$ cat config.mk
export PLATFORM = sky130hd
export DESIGN_NAME = jpeg_byte_stuffer
export DESIGN_NICKNAME = d
export VERILOG_FILES = /design/src/rtl/jpeg_byte_stuffer.sv
export SDC_FILE = /design/constraint.sdc
export NUM_CORES = 1
export LEC_CHECK = 0
export ABC_AREA = 1
export CORE_UTILIZATION = 48
export DETAILED_ROUTE_END_ITERATION = 7
export HOLD_SLACK_MARGIN = 0.03
export MAX_ROUTING_LAYER = met4
export PLACE_DENSITY = 0.77
export SYNTH_ARGS = -nofsm -noshare
export SYNTH_HDL_FRONTEND = slang
export SYNTH_SLANG_ARGS = --single-unit
$ cat constraint.sdc
create_clock -name clock -period 2.4 [get_ports clock]
set_input_delay 0.48 -clock clock [delete_from_list [all_inputs] [get_ports clock]]
set_output_delay 0.48 -clock clock [all_outputs]
set_load 0.05 [all_outputs]
$ cat src/rtl/jpeg_byte_stuffer.sv
// JPEG byte stuffer: serialises packed entropy-coded words byte 0 first and inserts 0x00 after every 0xFF.
// Defining JPEG_STUFFER_EOI_EN appends the 0xFF 0xD9 end-of-image marker after every in_last word.
module jpeg_byte_stuffer #(
  parameter int BYTES_IN = 4,
  parameter int CNT_W    = 16
) (
  input  logic                          clock,
  input  logic                          reset,
  input  logic [8*BYTES_IN-1:0]         in_data,
  input  logic [$clog2(BYTES_IN+1)-1:0] in_nbytes,
  input  logic                          in_last,
  input  logic                          in_valid,
  output logic                          in_ready,
  output logic [7:0]                    out_data,
  output logic                          out_valid,
  input  logic                          out_ready,
  output logic [CNT_W-1:0]              stuff_count,
  output logic                          scan_done
);

  localparam int NB_W = $clog2(BYTES_IN + 1);

`ifdef JPEG_STUFFER_EOI_EN
  typedef enum logic [2:0] {
    ST_IDLE   = 3'd0,
    ST_DATA   = 3'd1,
    ST_STUFF  = 3'd2,
    ST_EOI_FF = 3'd3,
    ST_EOI_D9 = 3'd4
  } state_t;
`else
  typedef enum logic [1:0] {
    ST_IDLE  = 2'd0,
    ST_DATA  = 2'd1,
    ST_STUFF = 2'd2
  } state_t;
`endif

  state_t                state_r, state_s;
  logic [8*BYTES_IN-1:0] word_r, word_s;
  logic [NB_W-1:0]       nbytes_r, idx_r, idx_s;
  logic                  last_r;
  logic [7:0]            out_data_r, out_data_s;
  logic                  out_valid_r, out_valid_s;
  logic [CNT_W-1:0]      stuff_count_r;
  logic                  scan_done_r, scan_done_s;
  logic                  in_ready_s, accept_s, load_s;
  logic                  word_end_s, eos_s, stuff_inc_s;
  logic                  xfer_s, last_byte_s;
  logic [7:0]            cur_byte_s;

  function automatic logic [7:0] select_byte(input logic [8*BYTES_IN-1:0] w,
                                             input logic [NB_W-1:0]       i);
    logic [7:0] b;
    b = 8'h00;
    for (int k = 0; k < BYTES_IN; k++) begin
      if (i == NB_W'(k)) begin
        b = w[8*k +: 8];
      end
    end
    return b;
  endfunction

  assign xfer_s      = out_valid_r & out_ready;
  assign cur_byte_s  = select_byte(word_r, idx_r);
  assign last_byte_s = (idx_r == (nbytes_r - NB_W'(1)));

  // Next-state, handshake and counter-enable decisions
  always_comb begin
    state_s     = state_r;
    idx_s       = idx_r;
    in_ready_s  = 1'b0;
    stuff_inc_s = 1'b0;
    word_end_s  = 1'b0;
    eos_s       = 1'b0;
    scan_done_s = 1'b0;
    load_s      = 1'b0;
    accept_s    = 1'b0;

    case (state_r)
      ST_IDLE: begin
        in_ready_s = 1'b1;
      end
      ST_DATA: begin
        if (xfer_s) begin
          if (cur_byte_s == 8'hFF) begin
            state_s = ST_STUFF;
          end else if (!last_byte_s) begin
            idx_s = idx_r + NB_W'(1);
          end else begin
            word_end_s = 1'b1;
          end
        end else begin
          state_s = ST_DATA;
        end
      end
      ST_STUFF: begin
        if (xfer_s) begin
          stuff_inc_s = 1'b1;
          if (!last_byte_s) begin
            idx_s   = idx_r + NB_W'(1);
            state_s = ST_DATA;
          end else begin
            word_end_s = 1'b1;
          end
        end else begin
          state_s = ST_STUFF;
        end
      end
`ifdef JPEG_STUFFER_EOI_EN
      ST_EOI_FF: begin
        if (xfer_s) begin
          state_s = ST_EOI_D9;
        end else begin
          state_s = ST_EOI_FF;
        end
      end
      ST_EOI_D9: begin
        if (xfer_s) begin
          state_s     = ST_IDLE;
          scan_done_s = 1'b1;
        end else begin
          state_s = ST_EOI_D9;
        end
      end
`endif
      default: begin
        state_s = ST_IDLE;
      end
    endcase

    // A finishing non-last word reopens the input in the same cycle so the next word follows without a bubble.
    if (word_end_s) begin
      state_s = ST_IDLE;
      if (last_r) begin
        eos_s = 1'b1;
      end else begin
        in_ready_s = 1'b1;
      end
    end else begin
      eos_s = 1'b0;
    end

    accept_s = in_ready_s & in_valid;

    if (accept_s && (in_nbytes != '0)) begin
      load_s  = 1'b1;
      idx_s   = '0;
      state_s = ST_DATA;
    end else if (eos_s || (accept_s && in_last)) begin
`ifdef JPEG_STUFFER_EOI_EN
      state_s = ST_EOI_FF;
`else
      state_s     = ST_IDLE;
      scan_done_s = 1'b1;
`endif
    end else begin
      load_s = 1'b0;
    end
  end

  assign word_s      = load_s ? in_data : word_r;
  assign out_valid_s = (state_s != ST_IDLE);

  // Byte presented in the state being entered; registered so outputs hold steady under back-pressure
  always_comb begin
    out_data_s = 8'h00;
    case (state_s)
      ST_DATA:   out_data_s = select_byte(word_s, idx_s);
      ST_STUFF:  out_data_s = 8'h00;
`ifdef JPEG_STUFFER_EOI_EN
      ST_EOI_FF: out_data_s = 8'hFF;
      ST_EOI_D9: out_data_s = 8'hD9;
`endif
      default:   out_data_s = 8'h00;
    endcase
  end

  // State, held word and registered outputs
  always_ff @(posedge clock or posedge reset) begin
    if (reset) begin
      state_r       <= ST_IDLE;
      word_r        <= '0;
      nbytes_r      <= '0;
      last_r        <= 1'b0;
      idx_r         <= '0;
      out_data_r    <= 8'h00;
      out_valid_r   <= 1'b0;
      stuff_count_r <= '0;
      scan_done_r   <= 1'b0;
    end else begin
      state_r     <= state_s;
      word_r      <= word_s;
      idx_r       <= idx_s;
      out_data_r  <= out_data_s;
      out_valid_r <= out_valid_s;
      scan_done_r <= scan_done_s;
      if (load_s) begin
        nbytes_r <= in_nbytes;
        last_r   <= in_last;
      end else begin
        nbytes_r <= nbytes_r;
        last_r   <= last_r;
      end
      if (stuff_inc_s) begin
        stuff_count_r <= stuff_count_r + CNT_W'(1);
      end else begin
        stuff_count_r <= stuff_count_r;
      end
    end
  end

  assign in_ready    = in_ready_s;
  assign out_data    = out_data_r;
  assign out_valid   = out_valid_r;
  assign stuff_count = stuff_count_r;
  assign scan_done   = scan_done_r;

endmodule

### Word-level counts from Yosys, hierarchy flattened

Cells that the tools add are included.

| word-level totals | value |
|---|---|
| register bits after elaboration | 67 |
| bits in latches | 0 |
| memory bits (writable) | 0 |
| ROM bits | 0 |
| input port bits | 40 |
| output and inout port bits | 27 |
| logic and storage cells | 72 |
| memories kept | 0 |

| cells by class | value |
|---|---|
| add/sub/neg operators | 3 |
| multiply operators | 0 |
| divide/modulo/power cells | 0 |
| $lt $le $gt $ge | 0 |
| equal/unequal tests | 11 |
| shifts and indexed selects | 0 |
| multiplexer cells | 39 |
| bitwise operators | 2 |
| reduce and logical (&&, ||, !) cells | 8 |

Operators by type and width:

| cell | number |
|---|---|
| $mux W8 | 9 |
| $mux W32 | 1 |
| $add A16 B1 Y16 const B | 1 |
| $mux W3 | 5 |
| $mux W1 | 14 |
| $mux W2 | 7 |
| $eq A3 B2 Y1 const B | 4 |
| $eq A8 B8 Y1 const B | 1 |
| $eq A3 B1 Y1 const B | 2 |
| $logic_not A3 Y1 | 2 |
| $pmux W2 S3 | 1 |
| $pmux W3 S2 | 1 |
| $eq A2 B1 Y1 const B | 2 |
| $add A3 B1 Y3 const B | 1 |
| $eq A3 B3 Y1 | 1 |
| $reduce_bool A3 Y1 | 1 |
| $sub A3 B1 Y3 const B | 1 |
| $and A1 B1 Y1 | 2 |
| $eq A2 B2 Y1 const B | 1 |
| $logic_and A1 B1 Y1 | 2 |
| $logic_not A2 Y1 | 1 |
| $pmux W1 S2 | 1 |
| $reduce_bool A2 Y1 | 1 |
| $logic_or A1 B1 Y1 | 1 |

### Longest topological paths before layout

Gate-level depths: netlist of the first run.

| logic depth | value |
|---|---|
| depth after elaboration | 19 |
| mapped depth | 22 |
| depth with buffers taken out | 21 |

### Worst setup path after synthesis of the first run

OpenSTA, ideal clock, no wires.

| path | value |
|---|---|
| path kind | reg-to-reg |
| from | register idx_r[1] |
| to | register out_data_r[0] (netlist: out_data[0]) |
| library setup time | 0.069 ns |
| arrival time | 2.274 ns |
| slack | 0.058 ns |
| stages on the path, launching flop included | 18 |
| path buffers | 1 |
| cell sequence | dfrtp_1 ha_1 ha_1 o21bai_1 inv_1 nand2_1 nand2_2 nand2_2 nand2_2 nand3_1 nand2_2 buf_4 nand3_2 nand2_1 nor2_2 nor2_4 nand2_1 nor2_2 |

| on the way | value |
|---|---|
| elaborated cells between the ends (all ways) | 48 |
| classes of those cells | add/sub: 1; eq/ne: 9; mux: 32; bitwise: 1; reduce/logical: 5 |

RTL lines:

| element | line | text |
|---|---|---|
| start: declaration | 41 | `logic [NB_W-1:0] nbytes_r, idx_r, idx_s;` |
| start signal: assignment | 194 | `idx_r <= idx_s;` |
| $logic_not A3 Y1 | 57 | `if (i == NB_W'(k)) begin` |
| $mux W8 (4 in series) | 57 |  |
| $eq A8 B8 Y1 | 86 | `if (cur_byte_s == 8'hFF) begin` |
| $mux W1 | 86 |  |
| $mux W1 | 85 | `if (xfer_s) begin` |
| $pmux W1 S2 (*) | 80 | `case (state_r)` |
| $mux W1 (*) | 133 | `if (word_end_s) begin` |
| named net in_ready | 13 | `output logic in_ready,` |
| $and A1 B1 Y1 (*) | 144 | `accept_s = in_ready_s & in_valid;` |
| $logic_and A1 B1 Y1 | 150 | `end else if (eos_s \|\| (accept_s && in_last)) begin` |
| $logic_or A1 B1 Y1 | 150 |  |
| $mux W2 | 150 |  |
| $mux W2 (*) | 146 | `if (accept_s && (in_nbytes != '0)) begin` |
| named net state_s[1] | 39 | `state_t state_r, state_s;` |
| $eq A2 B1 Y1 (*) | 168 | `case (state_s)` |
| $mux W8 (*) | 168 |  |
| named net out_data_s[0] | 43 | `logic [7:0] out_data_r, out_data_s;` |
| end signal: assignment | 195 | `out_data_r <= out_data_s;` |
| end: declaration | 43 |  |

The timed path passes the listed nets; every way through them passes the cells marked *.
A chain may end at the register's enable or synchronous reset.

### Worst setup path after layout of the first run

| path | value |
|---|---|
| from | register idx_r[0] |
| to | register out_data_r[5] (netlist: out_data[5]) |

| on the way | value |
|---|---|
| word-level cells in the longest chain between the ends | 19 |
| elaborated cells between the ends (all ways) | 48 |
| classes of those cells | add/sub: 1; eq/ne: 9; mux: 32; bitwise: 1; reduce/logical: 5 |

RTL lines:

| element | line |
|---|---|
| $logic_not A3 Y1 | 57 |
| $mux W8 (4 in series) | 57 |
| $eq A8 B8 Y1 | 86 |
| $mux W1 | 86 |
| $mux W1 | 85 |
| $pmux W1 S2 | 80 |
| $mux W1 | 133 |
| $and A1 B1 Y1 | 144 |
| $logic_and A1 B1 Y1 | 146 |
| $mux W3 / $mux W1 (equally long branches) | 146 |
| $logic_not A3 Y1 / $mux W32 (equally long branches) | 57, 162 |
| $mux W8 (4 in series) | 57 |
| $mux W8 (*) | 168 |
| named net out_data_s[5] | 43 |

Marks and branches as above.

==> results.txt, run 1 <==
Final WS setup: -379 ps
max cap viols: 0
clock latency at the later pin of the worst-skew pair: 350 ps
number of placed I/O pins: 67
H-tree depth reported by CTS: 3
number of antenna violations at the first check in global routing: 0
number of cells after detailed placement: 672
DRC marker count from the first detailed-route iteration: 294
violated checks: setup timing
total power per unit cell area: 1410 nW/um2
type of the worst setup path: flop to flop
count of endpoints failing hold in the final timing report: 0
YS warnings: 0
arrival time of the worst setup path: 3020 ps
Worst slew margin: 65.3%
startpoint type of the worst setup path: flop
Hold Crit Class: input port to async pin
Synth async-reset ratio: 100%
layout cell share with drive strength beyond 1: 35.6%
number of buffers created by CTS: 9
largest net degree at the start of global routing: 52
detailed-route vias per instance: 5.32
Cell Area, Synth: 3800 um2
Total GRT Usage: 25.8%
average size of a mapped cell: 7.99 um2
port buffer count: 66
most repeated library cell on the critical path: nand2_1
starting utilization of the core area: 49.5%
final non-filler cell total: 715
horizontal extent of the die: 91.0 um
data required time at the worst endpoint: 2650 ps
result of the run: complete, but fails checks
via count: 3801
count of flip-flops with a built-in enable after synthesis: 0
Clock Skew: 14.5 ps
Yosys cell types: 34
final cycle utilization of the critical path: 116%
drt first pass iters: 7
synthesized netlist net count: 527
final critical-path required period: 2780 ps
layout overhead on the synthesized area: 53.6%
via count of the first global-routing pass: 3441
number of standard cells after synthesis: 476
worst-path maximum fanout: 8
Worst Max-Slew Pin Slew: 518 ps
Worst Setup End Kind: flop
maximum achievable frequency: 360 MHz
first-pass GRT wire length: 16100 um
total power draw: 8.22 mW
Placer Congestion: 0.915
maximum vdd drop: 803 uV
longest individual stage delay on the worst path: 460 ps
clk sink count: 67
cells along the critical path: buf_12 -> ha_2 -> ha_2 -> o21bai_1 -> inv_1 -> nand2_1 -> nand2_2 -> nand2_2 -> buf_4 -> buf_4 -> nand2_1 -> nand3_1 -> nand2_1 -> nand2_2 -> buf_4 -> nand3_2 -> nand2_4 -> nand2_1 -> nand2_1 -> nor2_2 -> nor2_2
number of design rule violations left after detail routing: 0
prevailing post-synth register cell: dfrtp_1
full die area: 8280 um2
mean routed wirelength per cell: 16.2 um
Post-Route Setup TNS: -5630 ps
number of nets with antenna violations after detailed routing: 0
site row count: 32
Detailed Route WL: 11600 um
number of setup violations in the final report: 40
hold buffers post-CTS: 0
Slew Limit Fails: 0
register area share after synthesis: 44.1%
Chip Height: 91.0 um
estimated wirelength of the detail-placed design: 6820 um
TritonCTS clock tree: done
antenna fix cells: 0
clock transition at the register clock pins on the worst setup and hold paths after CTS: 70 ps
overall overflow remaining after global route: 0
Core Area: 7690 um2
slowest cell on the critical path: dfrtp_2
Leak Pwr: 2.88 nW
RSZ-0062 raised after global routing: yes
number of synthesized register bits: 67
clock root buffer: clkbuf_8
Clock Tree Buf Depth: 2
number of nets in the layout: 659
[through the flow]
step                      hold WS, ps  util, %  area, um2  setup WS, ps
after floorplan                   459        -       3800          57.5
after global placement            463     63.1       4850         -83.9
after detailed placement          468     63.1       4850          -117
after CTS                         453     69.6       5350          -191
after global routing              463     76.0       5840          -492
final                             439     76.0       5840          -379
[per-layer routing]
layer | GRT usage, % | vias up | wire length, um
met5 | - | - | 0
met4 | 11.2 | 0 | 474
met3 | 3.77 | 60 | 748
met2 | 42.2 | 182 | 5830
met1 | 32.1 | 1799 | 4550
li1 | - | 1760 | -
[final timing paths]
path | to | from | cells after the start | slack, ps
setup / recovery | out_data[5] | idx_r[0] | 21 | -380
hold / removal | stuff_count[15] | reset | 2 | 440
setup reg to reg | out_data[5] | idx_r[0] | 21 | -380
hold reg to reg | stuff_count[15] | stuff_count[15] | 1 | 470
max in group asynchronous | idx_r[0] | reset | 3 | 1340
min in group clock | stuff_count[15] | stuff_count[15] | 1 | 470
[registers in the layout (all words and copies together), names as in the netlist]
name,cells
last_r,1
idx_r,3
scan_done,1
state_r,2
stuff_count,16
word_r,32
nbytes_r,3
out_valid,1
out_data,8
[timing repair]
item | in CTS | in global routing
setup buffers | 9 | 13
endpoints found under the setup margin | 9 | 53
gates cloned | 3 | 2
resized for setup | 29 | 92
pin swaps | 11 | 32
[critical path: cells and delay by family, from the launching register on]
family | cells | cell delay, ps
simple gates | 13 | 1080
compound gates | 1 | 160
fa+ha+maj | 2 | 330
buf+inv | 5 | 660
flops | 1 | 460
[cells in the final DEF (no fill, tap or decap), types with 12 or more instances in the layout]
cell and instances:
buf_4 45, nand3_1 24, xor2_1 12, dfrtp_1 65, nor2_1 17, nand4_1 15
nand2_1 100, nor2_2 18, clkdlybuf4s50_1 65, inv_1 62, nand2_2 46, o21ai_2 18
[power breakdown]
part	switching [mW]	internal, mW
sequential	0.287	1.53
clock	0.446	0.720
combinational	3.10	2.14
total	3.83	4.40
[cell usage after synthesis, types with 3 or more instances]
master   instances  area [um2]
o21ai_1         12        60.1
nand2_2         10        62.6
nand2_1        143         537
nor2_1          27         101
nor2_2          10        62.6
o21ai_2         19         166
ha_1            11         138
nand3_2          3        30.0
nand3_1         31         155
a21oi_1          7        35.0
dfrtp_1         67        1680
o21ai_0          4        20.0
xor2_1          12         105
inv_2            3        11.3
buf_2            4        20.0
inv_1           70         263
buf_4            4        30.0
xnor2_1          5        43.8
nand4_1         15        93.8
[layout make-up]
cell class / instances / area [um2]
Fill cell: 494 / 1850
Clock inverter: 4 / 97.6
Timing Repair Buffer: 131 / 1380
Multi-Input combinational cell: 325 / 2130
Tap cell: 102 / 128
Clock buffer: 12 / 145
Sequential cell: 67 / 1680
Inverter: 74 / 280
[cells by family after synthesis]
logic type / Yosys count / share of synthesized area (%)
flops: 67 / 44.1
compound gates: 47 / 8.65
fa+ha+maj: 11 / 3.62
buf+inv: 84 / 9.21
xor+xnor: 17 / 3.92
simple gates: 250 / 30.5
Note: power is estimated with default switching activity, not from simulation.
==> run 2, diff against run 1 <==
- CAP_MARGIN: default -> 0
==> results of run 2 <==
The final DEF is identical to that of run 1; final timing and power are the same.
